`config.mk`:
```
export PLATFORM = sky130hd
export DESIGN_NAME = gb_interrupt_ctrl
export DESIGN_NICKNAME = d
export VERILOG_FILES = /design/src/rtl/gb_interrupt_ctrl.sv
export SDC_FILE = /design/constraint.sdc
export NUM_CORES = 1
export LEC_CHECK = 0
export CAP_MARGIN = 15
export CORE_MARGIN = 4
export CORE_UTILIZATION = 30
export CTS_CLUSTER_SIZE = 14
export DETAILED_ROUTE_END_ITERATION = 10
export PLACE_DENSITY = 0.71
export SYNTH_ARGS = -nofsm -noshare
export SYNTH_HDL_FRONTEND = slang
export SYNTH_SLANG_ARGS = --single-unit
```
`constraint.sdc`:
```
create_clock -name clk -period 1.9 [get_ports clk]
set_input_delay 0.285 -clock clk [delete_from_list [all_inputs] [get_ports clk]]
set_output_delay 0.285 -clock clk [all_outputs]
set_load 0.01 [all_outputs]
```
`src/rtl/gb_interrupt_ctrl.sv`:
```
// Interrupt flag/enable controller for a Game Boy style CPU.
// Rising edges on the peripheral request lines set flag bits.
// The CPU reads and writes IF/IE over the memory bus and acknowledges
// the highest-priority pending source.
// The controller reports a pending flag and the ISR vector address.
module gb_interrupt_ctrl #(
    parameter int          NUM_IRQ = 5,
    parameter logic [15:0] IF_ADDR = 16'hFF0F,
    parameter logic [15:0] IE_ADDR = 16'hFFFF
) (
    input  logic               clk,
    input  logic               reset,
    input  logic [15:0]        addr,
    input  logic [7:0]         data_i,
    input  logic               wren,
    output logic [7:0]         data_o,
    output logic               hit,
    input  logic [NUM_IRQ-1:0] irq_i,
    input  logic               clear_interrupt_flag,
    output logic [7:0]         reg_IF,
    output logic [7:0]         reg_IE,
    output logic               irq_pending,
    output logic [15:0]        irq_vector
);

    logic [NUM_IRQ-1:0] if_q, if_d;
    logic [NUM_IRQ-1:0] irq_prev_q, irq_prev_d;
    logic [7:0]         ie_q, ie_d;
    logic [NUM_IRQ-1:0] pend;
    logic [NUM_IRQ-1:0] ack_mask;
    logic [NUM_IRQ-1:0] rise;
    logic               hit_if, hit_ie;
    logic [7:0]         if_full;

    assign hit_if = (addr == IF_ADDR);
    assign hit_ie = (addr == IE_ADDR);
    assign hit    = hit_if | hit_ie;
    assign pend   = if_q & ie_q[NUM_IRQ-1:0];
    assign rise   = irq_i & ~irq_prev_q;

    // Unimplemented flag bits read back as ones.
    always_comb begin
        if_full                = 8'hFF;
        if_full[NUM_IRQ-1:0]   = if_q;
    end

    assign reg_IF = if_full;
    assign reg_IE = ie_q;

    // Priority pick: the lowest index wins. This drives both the ack mask and the vector.
    always_comb begin
        logic found;
        found       = 1'b0;
        ack_mask    = '0;
        irq_vector  = 16'h0000;
        for (int i = 0; i < NUM_IRQ; i++) begin
            if (pend[i] && !found) begin
                found       = 1'b1;
                ack_mask[i] = 1'b1;
                irq_vector  = 16'h0040 + 16'(i * 8);
            end
        end
        irq_pending = found;
    end

    // Bus read mux.
    always_comb begin
        data_o = 8'hFF;
        if (hit_if)
            data_o = if_full;
        else if (hit_ie)
            data_o = ie_q;
    end

    // Next state. A CPU write beats an ack in the same cycle. New edges are ORed in last, so they always win.
    always_comb begin
        if_d       = if_q;
        ie_d       = ie_q;
        irq_prev_d = irq_i;
        if (wren && hit_if)
            if_d = data_i[NUM_IRQ-1:0];
        else if (clear_interrupt_flag)
            if_d = if_q & ~ack_mask;
        if_d = if_d | rise;
        if (wren && hit_ie)
            ie_d = data_i;
    end

    // State registers. irq_prev clears on reset, so a line that is already high counts as an edge after release.
    always_ff @(posedge clk or posedge reset) begin
        if (reset) begin
            if_q       <= '0;
            ie_q       <= 8'h00;
            irq_prev_q <= '0;
        end else begin
            if_q       <= if_d;
            ie_q       <= ie_d;
            irq_prev_q <= irq_prev_d;
        end
    end

endmodule

```
==> impl_metrics.py, run 1 <==
metrics = {
    "synthesis": {
        "ys_ff_latch": 18,
        "yosys_warnings": 0,
        "avgSynthCellArea_um2": 10.08,
        "syn_area_um2": 1069,
        "ys_seq_area_share_pct": 42.15,
        "synth_enable_flop_cells": 0,
        "synth.distinct_cells": 25,
        "netlist_instances": 106,
        "ys.flop_type": "dfrtp_1",
        "ys_async_sr_fraction_pct": 100.0,
    },
    "power": {
        "power_density_nw_per_um2": 391.2,
        "finalPower_mw": 0.7411,
        "p_leak_nw": 0.9547,
        "vdd_ir_drop_max_uv": 276.4,
    },
    "critical_path": {
        "crit_path_max_fanout": 4,
        "critPathCaptureType": "output port",
        "max_stage_delay_ns": 0.33,
        "r2r_setup_slack_ns": 0.72,
        "r2r-start": "if_q[1]",
        "rr_worst_depth": 4,
        "path_class": "primary input to output port",
        "cp-start-kind": "primary input",
        "cp_cell_sequence": "clkbuf_2, nand4_1, nor3_4, nand2b_1, buf_4, o22a_1, buf_2",
        "arrival_ns": 1.56,
        "critPathBufInv": 3,
        "critPathSlowestCell": "nor3_4",
        "path_delay_family": "simple AND/OR/NAND/NOR gates",
        "timing.critical_path.required_ns": 1.62,
        "timing.rr.end": "if_q[4]",
    },
    "clock_tree": {
        "clock_path_buffers": 2,
        "cts_tree": "yes",
        "cts_buffers": 3,
        "clkSinkCount": 18,
        "worstSkewPairLatency_ns": 0.30,
        "clk_pin_slew_ns": 0.11,
        "htree_num_levels": 1,
        "root_buffer": "clkbuf_4",
        "hold_buffers": 0,
    },
    "place": {
        "dp_slack_ns": -0.5909,
        "place_congestion": 0.7863,
        "hpwl_um": 2527,
        "portBuffers": 59,
    },
    "sta": {
        "drv_slew": 0,
        "setup_violations": 0,
        "fmax_mhz": 543.3,
        "timing.final.ws_setup_ns": 0.05945,
        "finalHoldViolCount": 0,
        "relSlewSlack_pct": 53.32,
        "clock-skew-final_ns": 0.003910,
        "period_share_pct": 96.87,
        "period_minus_slack_ns": 1.841,
        "tightest_slew_ns": 0.6995,
        "grt_setup_unrepaired": "true",
    },
    "flow_run": {
        "max_cap_viol_count": 0,
    },
    "global_route": {
        "grt_pass1_wl_um": 5451,
        "track_usage_pct": 15.99,
        "overflow": 0,
        "grt_pass1_vias": 1154,
        "grt_max_degree": 19,
        "antenna_found_initial": 0,
    },
    "drt": {
        "routed_via_density": 4.688,
        "drcViolationCount": 0,
        "ant_nets": 0,
        "initialDrtViolationCount": 37,
        "wirelength_um": 3689,
        "post_drt_wl_per_cell_um": 15.37,
        "via_count": 1125,
        "drtPass1Iterations": 4,
    },
    "floorplanning": {
        "die_width_um": 67.68,
        "initial_utilization_pct": 31.52,
        "pin_count": 75,
        "fp.dieH_um": 67.68,
        "die-area_um2": 4581,
        "core_area_um2": 3390,
        "num_rows": 21,
    },
    "hold_path": {
        "worst_hold_path_type": "primary input to asynchronous set/reset pin",
    },
    "run_status": {
        "status": "finished clean",
    },
    "cells_and_area": {
        "diodes": 0,
        "area_delta_synth_final_pct": 77.28,
        "fin_nets": 228,
        "drive_above_1_share_pct": 37.63,
    },
}
## worst max path at each step
stage	slack [ns]	start	depth (start not counted)	end
after floorplan	0.38	addr[3]	5	reg_IE[0]
after global placement	-0.55	addr[3]	6	data_o[5]
after detailed placement	-0.59	addr[3]	6	data_o[5]
after CTS	0.01	reg_IE[0]	5	irq_vector[6]
after global routing	-0.02	addr[11]	7	data_o[3]
final	0.06	addr[11]	7	data_o[3]
## kinds of logic (layout without fill, tap and decap cells)
family	after synthesis	after routing	synth area share (%)
simple gates	34	35	18.15
mux	8	8	11.24
compound gates	20	20	13.35
buf+inv	24	98	14.40
other cells	2	15	0.7028
flops	18	18	42.15
## cell usage in the layout (no fill, tap or decap)
| cell | synthesis | layout |
|---|---|---|
| a21boi_0 | 1 | 1 |
| a21oi_1 | 1 | 1 |
| a32oi_1 | 5 | 5 |
| and2_2 | 1 | 1 |
| and2b_1 | 1 | 1 |
| buf_12 | 0 | 1 |
| buf_2 | 0 | 5 |
| buf_4 | 15 | 25 |
| buf_6 | 1 | 7 |
| clkbuf_2 | 0 | 9 |
| clkbuf_4 | 0 | 3 |
| clkbuf_8 | 0 | 1 |
| clkdlybuf4s15_1 | 0 | 1 |
| clkdlybuf4s50_1 | 0 | 29 |
| conb_1 | 2 | 15 |
| dfrtp_1 | 18 | 18 |
| dlygate4sd2_1 | 0 | 8 |
| dlymetal6s2s_1 | 0 | 2 |
| inv_1 | 7 | 7 |
| mux2_4 | 8 | 8 |
| nand2_1 | 16 | 12 |
| nand2_2 | 0 | 3 |
| nand2_4 | 0 | 1 |
| nand2b_1 | 1 | 1 |
| nand2b_4 | 0 | 1 |
| nand3_1 | 3 | 3 |
| nand4_1 | 3 | 3 |
| nand4_2 | 1 | 1 |
| nor2_2 | 0 | 1 |
| nor3_1 | 2 | 1 |
| nor3_4 | 0 | 1 |
| nor4_4 | 1 | 2 |
| o21ai_0 | 7 | 7 |
| o22a_1 | 5 | 5 |
| o31ai_1 | 1 | 1 |
| or2_4 | 0 | 3 |
## metal layers
layer / track usage [%] / vias up / routed length, um
met5: 0 / - / 0
met4: 3.544 / 0 / 70
met3: 5.657 / 11 / 326
met2: 29.04 / 63 / 1928
met1: 17.71 / 528 / 1365
li1: - / 523 / -
## state kept, by name (all words and copies together) (netlist names)
name / flops
reg_IE: 8
if_q: 5
irq_prev_q: 5
## report_power, final
group	internal [mW]	leakage [nW]	switching [mW]
sequential	0.388	0.214	0.00173
combinational	0.0585	0.720	0.0506
clock	0.117	0.0210	0.125
## cell usage after synthesis (2+ instances only)
cell,n,share of area [%]
or2_2,3,1.8
o22a_1,5,4.1
buf_4,15,11
nand3_1,3,1.4
a32oi_1,5,4.1
nand4_1,3,1.8
nor3_1,2,0.94
inv_1,7,2.5
nand2_1,16,5.6
dfrtp_1,18,42
conb_1,2,0.70
o21ai_0,7,3.3
mux2_4,8,11
## layout make-up
| cell class | instances | area [um^2] |
|---|---|---|
| inverters | 7 | 26.28 |
| flip-flops and latches | 18 | 450.4 |
| multi-input cells | 78 | 571.8 |
| clock buffers | 4 | 36.28 |
| fillers | 280 | 1495 |
| repair buffers | 87 | 752.0 |
| well taps | 46 | 57.56 |
## repair_timing
| item | 4_1_cts | 5_1_grt |
|---|---|---|
| pin swaps | 7 | 7 |
| setup buffers | 17 | 3 |
| endpoints found under the setup margin | 14 | 10 |
| resized for setup | 67 | 30 |
| cloned | 1 | 0 |
## metrics by stage
step	instance area (um^2)	util [%]	hold WS, ns	setup TNS [ns]	instances
after floorplan	1117	-	0.2236	0	119
after global placement	1710	50.46	0.5082	-5.637	215
after detailed placement	1710	50.46	0.5123	-6.299	215
after CTS	1884	55.59	0.4298	0	237
after global routing	1894	55.89	0.4383	-0.02481	240
final	1894	55.89	0.4019	0	240
Note: power is estimated with default switching activity, not from simulation.
==> inputs of run 2 (changes only) <==
- SKIP_CTS_REPAIR_TIMING: unset -> 1
==> run 2 against run 1 <==
  * Design area is 1.1% higher
  * Non-clock buffer count is 12 lower
  * Via count fell by 5.8%
  * Total power is 0.90% higher
  * Combinational power rose by 7%
  * Register-to-register slack better by 0.04 ns
  * Maximum frequency increased by 3.0%
  * Clock skew decreased by 0.00075 ns
  * Sequential cell count unchanged
  * Global-route usage down 2.1 points
  * Sequential power about the same
  * Critical endpoint is now data_o[1]
  * Largest power group unchanged
==> impl_metrics.py, run 2 (synthesized netlist as in run 1, its figures left out) <==
metrics = {
    "floorplanning": {
        "die-area_um2": 4581,
        "pin_count": 75,
        "die_width_um": 67.68,
        "initial_utilization_pct": 31.52,
        "fp.dieH_um": 67.68,
        "num_rows": 21,
        "core_area_um2": 3390,
    },
    "sta": {
        "period_minus_slack_ns": 1.787,
        "finalHoldViolCount": 0,
        "grt_setup_unrepaired": "false",
        "drv_slew": 0,
        "fmax_mhz": 559.7,
        "fin_setup_tns_ns": 0,
        "relSlewSlack_pct": 53.86,
        "clock-skew-final_ns": 0.003163,
        "setup_violations": 0,
        "tightest_slew_ns": 0.6913,
        "period_share_pct": 94.04,
        "hold_ws_ns": 0.4004,
    },
    "global_route": {
        "grt_pass1_wl_um": 4719,
        "antenna_found_initial": 0,
        "grt_pass1_vias": 983,
        "grt_max_degree": 19,
        "track_usage_pct": 13.91,
        "overflow": 0,
    },
    "critical_path": {
        "critPathCaptureType": "output port",
        "rr_worst_depth": 4,
        "path_class": "primary input to output port",
        "arrival_ns": 1.50,
        "critPathSlowestCell": "nor3_4",
        "max_stage_delay_ns": 0.34,
        "cp_cell_sequence": "dlymetal6s2s_1, nand4_1, nor3_4, nand2_2, buf_6, o22a_1, buf_2",
        "r2r_setup_slack_ns": 0.76,
        "critPathBufInv": 3,
        "timing.critical_path.required_ns": 1.62,
        "path_delay_family": "simple AND/OR/NAND/NOR gates",
        "crit_path_max_fanout": 4,
        "timing.rr.end": "if_q[4]",
        "cp-start-kind": "primary input",
        "r2r-start": "reg_IE[1]",
    },
    "power": {
        "vdd_ir_drop_max_uv": 280.2,
        "finalPower_mw": 0.7477,
        "power_density_nw_per_um2": 390.6,
        "p_leak_nw": 1.092,
    },
    "place": {
        "portBuffers": 59,
        "place_congestion": 0.7863,
        "hpwl_um": 2527,
        "post-place-cells": 215,
    },
    "drt": {
        "wirelength_um": 3677,
        "initialDrtViolationCount": 46,
        "drtPass1Iterations": 4,
        "drcViolationCount": 0,
        "via_count": 1060,
        "routed_via_density": 4.649,
        "post_drt_wl_per_cell_um": 16.13,
        "ant_nets": 0,
    },
    "clock_tree": {
        "cts_buffers": 3,
        "cts_tree": "yes",
        "root_buffer": "clkbuf_4",
        "worstSkewPairLatency_ns": 0.30,
        "clk_pin_slew_ns": 0.11,
        "htree_num_levels": 1,
        "clkSinkCount": 18,
        "clock_path_buffers": 2,
    },
    "hold_path": {
        "worst_hold_path_type": "primary input to asynchronous set/reset pin",
    },
    "cells_and_area": {
        "largest_reg_flops": 8,
        "final_cell_count_no_fill": 228,
        "area_delta_synth_final_pct": 79.16,
        "fin_nets": 216,
        "layout_commonest_cell": "clkdlybuf4s50_1",
        "layout_common_cells": "clkdlybuf4s50_1 (29), dlymetal6s2s_1 (24), dfrtp_1 (16), conb_1 (15), buf_4 (13)",
        "drive_above_1_share_pct": 28.57,
        "diodes": 0,
    },
    "run_status": {
        "status": "finished clean",
    },
    "flow_run": {
        "max_cap_viol_count": 0,
    },
}
run 2: cell types whose count changed in the layout (fill, tap and decap cells not counted), moves of 2 or more:
cell,previous run,this run
or2_2,0,2
or2_4,3,1
dlygate4sd2_1,8,0
clkbuf_2,9,4
dfrtp_2,0,2
dfrtp_1,18,16
dlymetal6s2s_1,2,24
buf_4,25,13
buf_6,7,3
buf_2,5,1
run 2: how the worst max path moves through the flow:
stage | from | to | slack (ns) | depth (start not counted)
2_1_floorplan | addr[3] | reg_IE[0] | 0.38 | 5
3_3_place_gp | addr[3] | data_o[5] | -0.55 | 6
3_5_place_dp | addr[3] | data_o[5] | -0.59 | 6
4_1_cts | addr[3] | data_o[5] | -0.59 | 6
5_1_grt | addr[14] | data_o[1] | 0.05 | 7
6_report | addr[14] | data_o[1] | 0.11 | 7
run 2: layout make-up:
| type | instances | area (um^2) |
|---|---|---|
| fillers | 276 | 1475 |
| repair buffers | 75 | 767.0 |
| multi-input cells | 78 | 574.3 |
| flip-flops and latches | 18 | 452.9 |
| well taps | 46 | 57.56 |
| clock buffers | 4 | 36.28 |
| inverters | 7 | 26.28 |
run 2: report_power, final:
part | total, mW | switching (mW) | internal [mW]
clock | 0.241 | 0.124 | 0.117
combinational | 0.117 | 0.0520 | 0.0649
sequential | 0.390 | 0.00171 | 0.388
run 2: routing by layer:
| layer | share of wire (%) | GRT usage (%) | wire, um |
|---|---|---|---|
| met1 | 40 | 17.20 | 1477 |
| met2 | 49 | 23.57 | 1799 |
| met3 | 8.8 | 5.324 | 323 |
| met4 | 2.1 | 1.519 | 76 |
| met5 | 0 | 0 | 0 |
run 2: per-stage QoR:
stage / cell area, um^2 / setup slack (ns) / util, %
after global placement: 1710 / -0.5480 / 50.46
after global routing: 1914 / 0.04733 / 56.48
after CTS: 1747 / -0.5885 / 51.53
final: 1914 / 0.1132 / 56.48
after detailed placement: 1710 / -0.5909 / 50.46
after floorplan: 1117 / 0.3827 / -
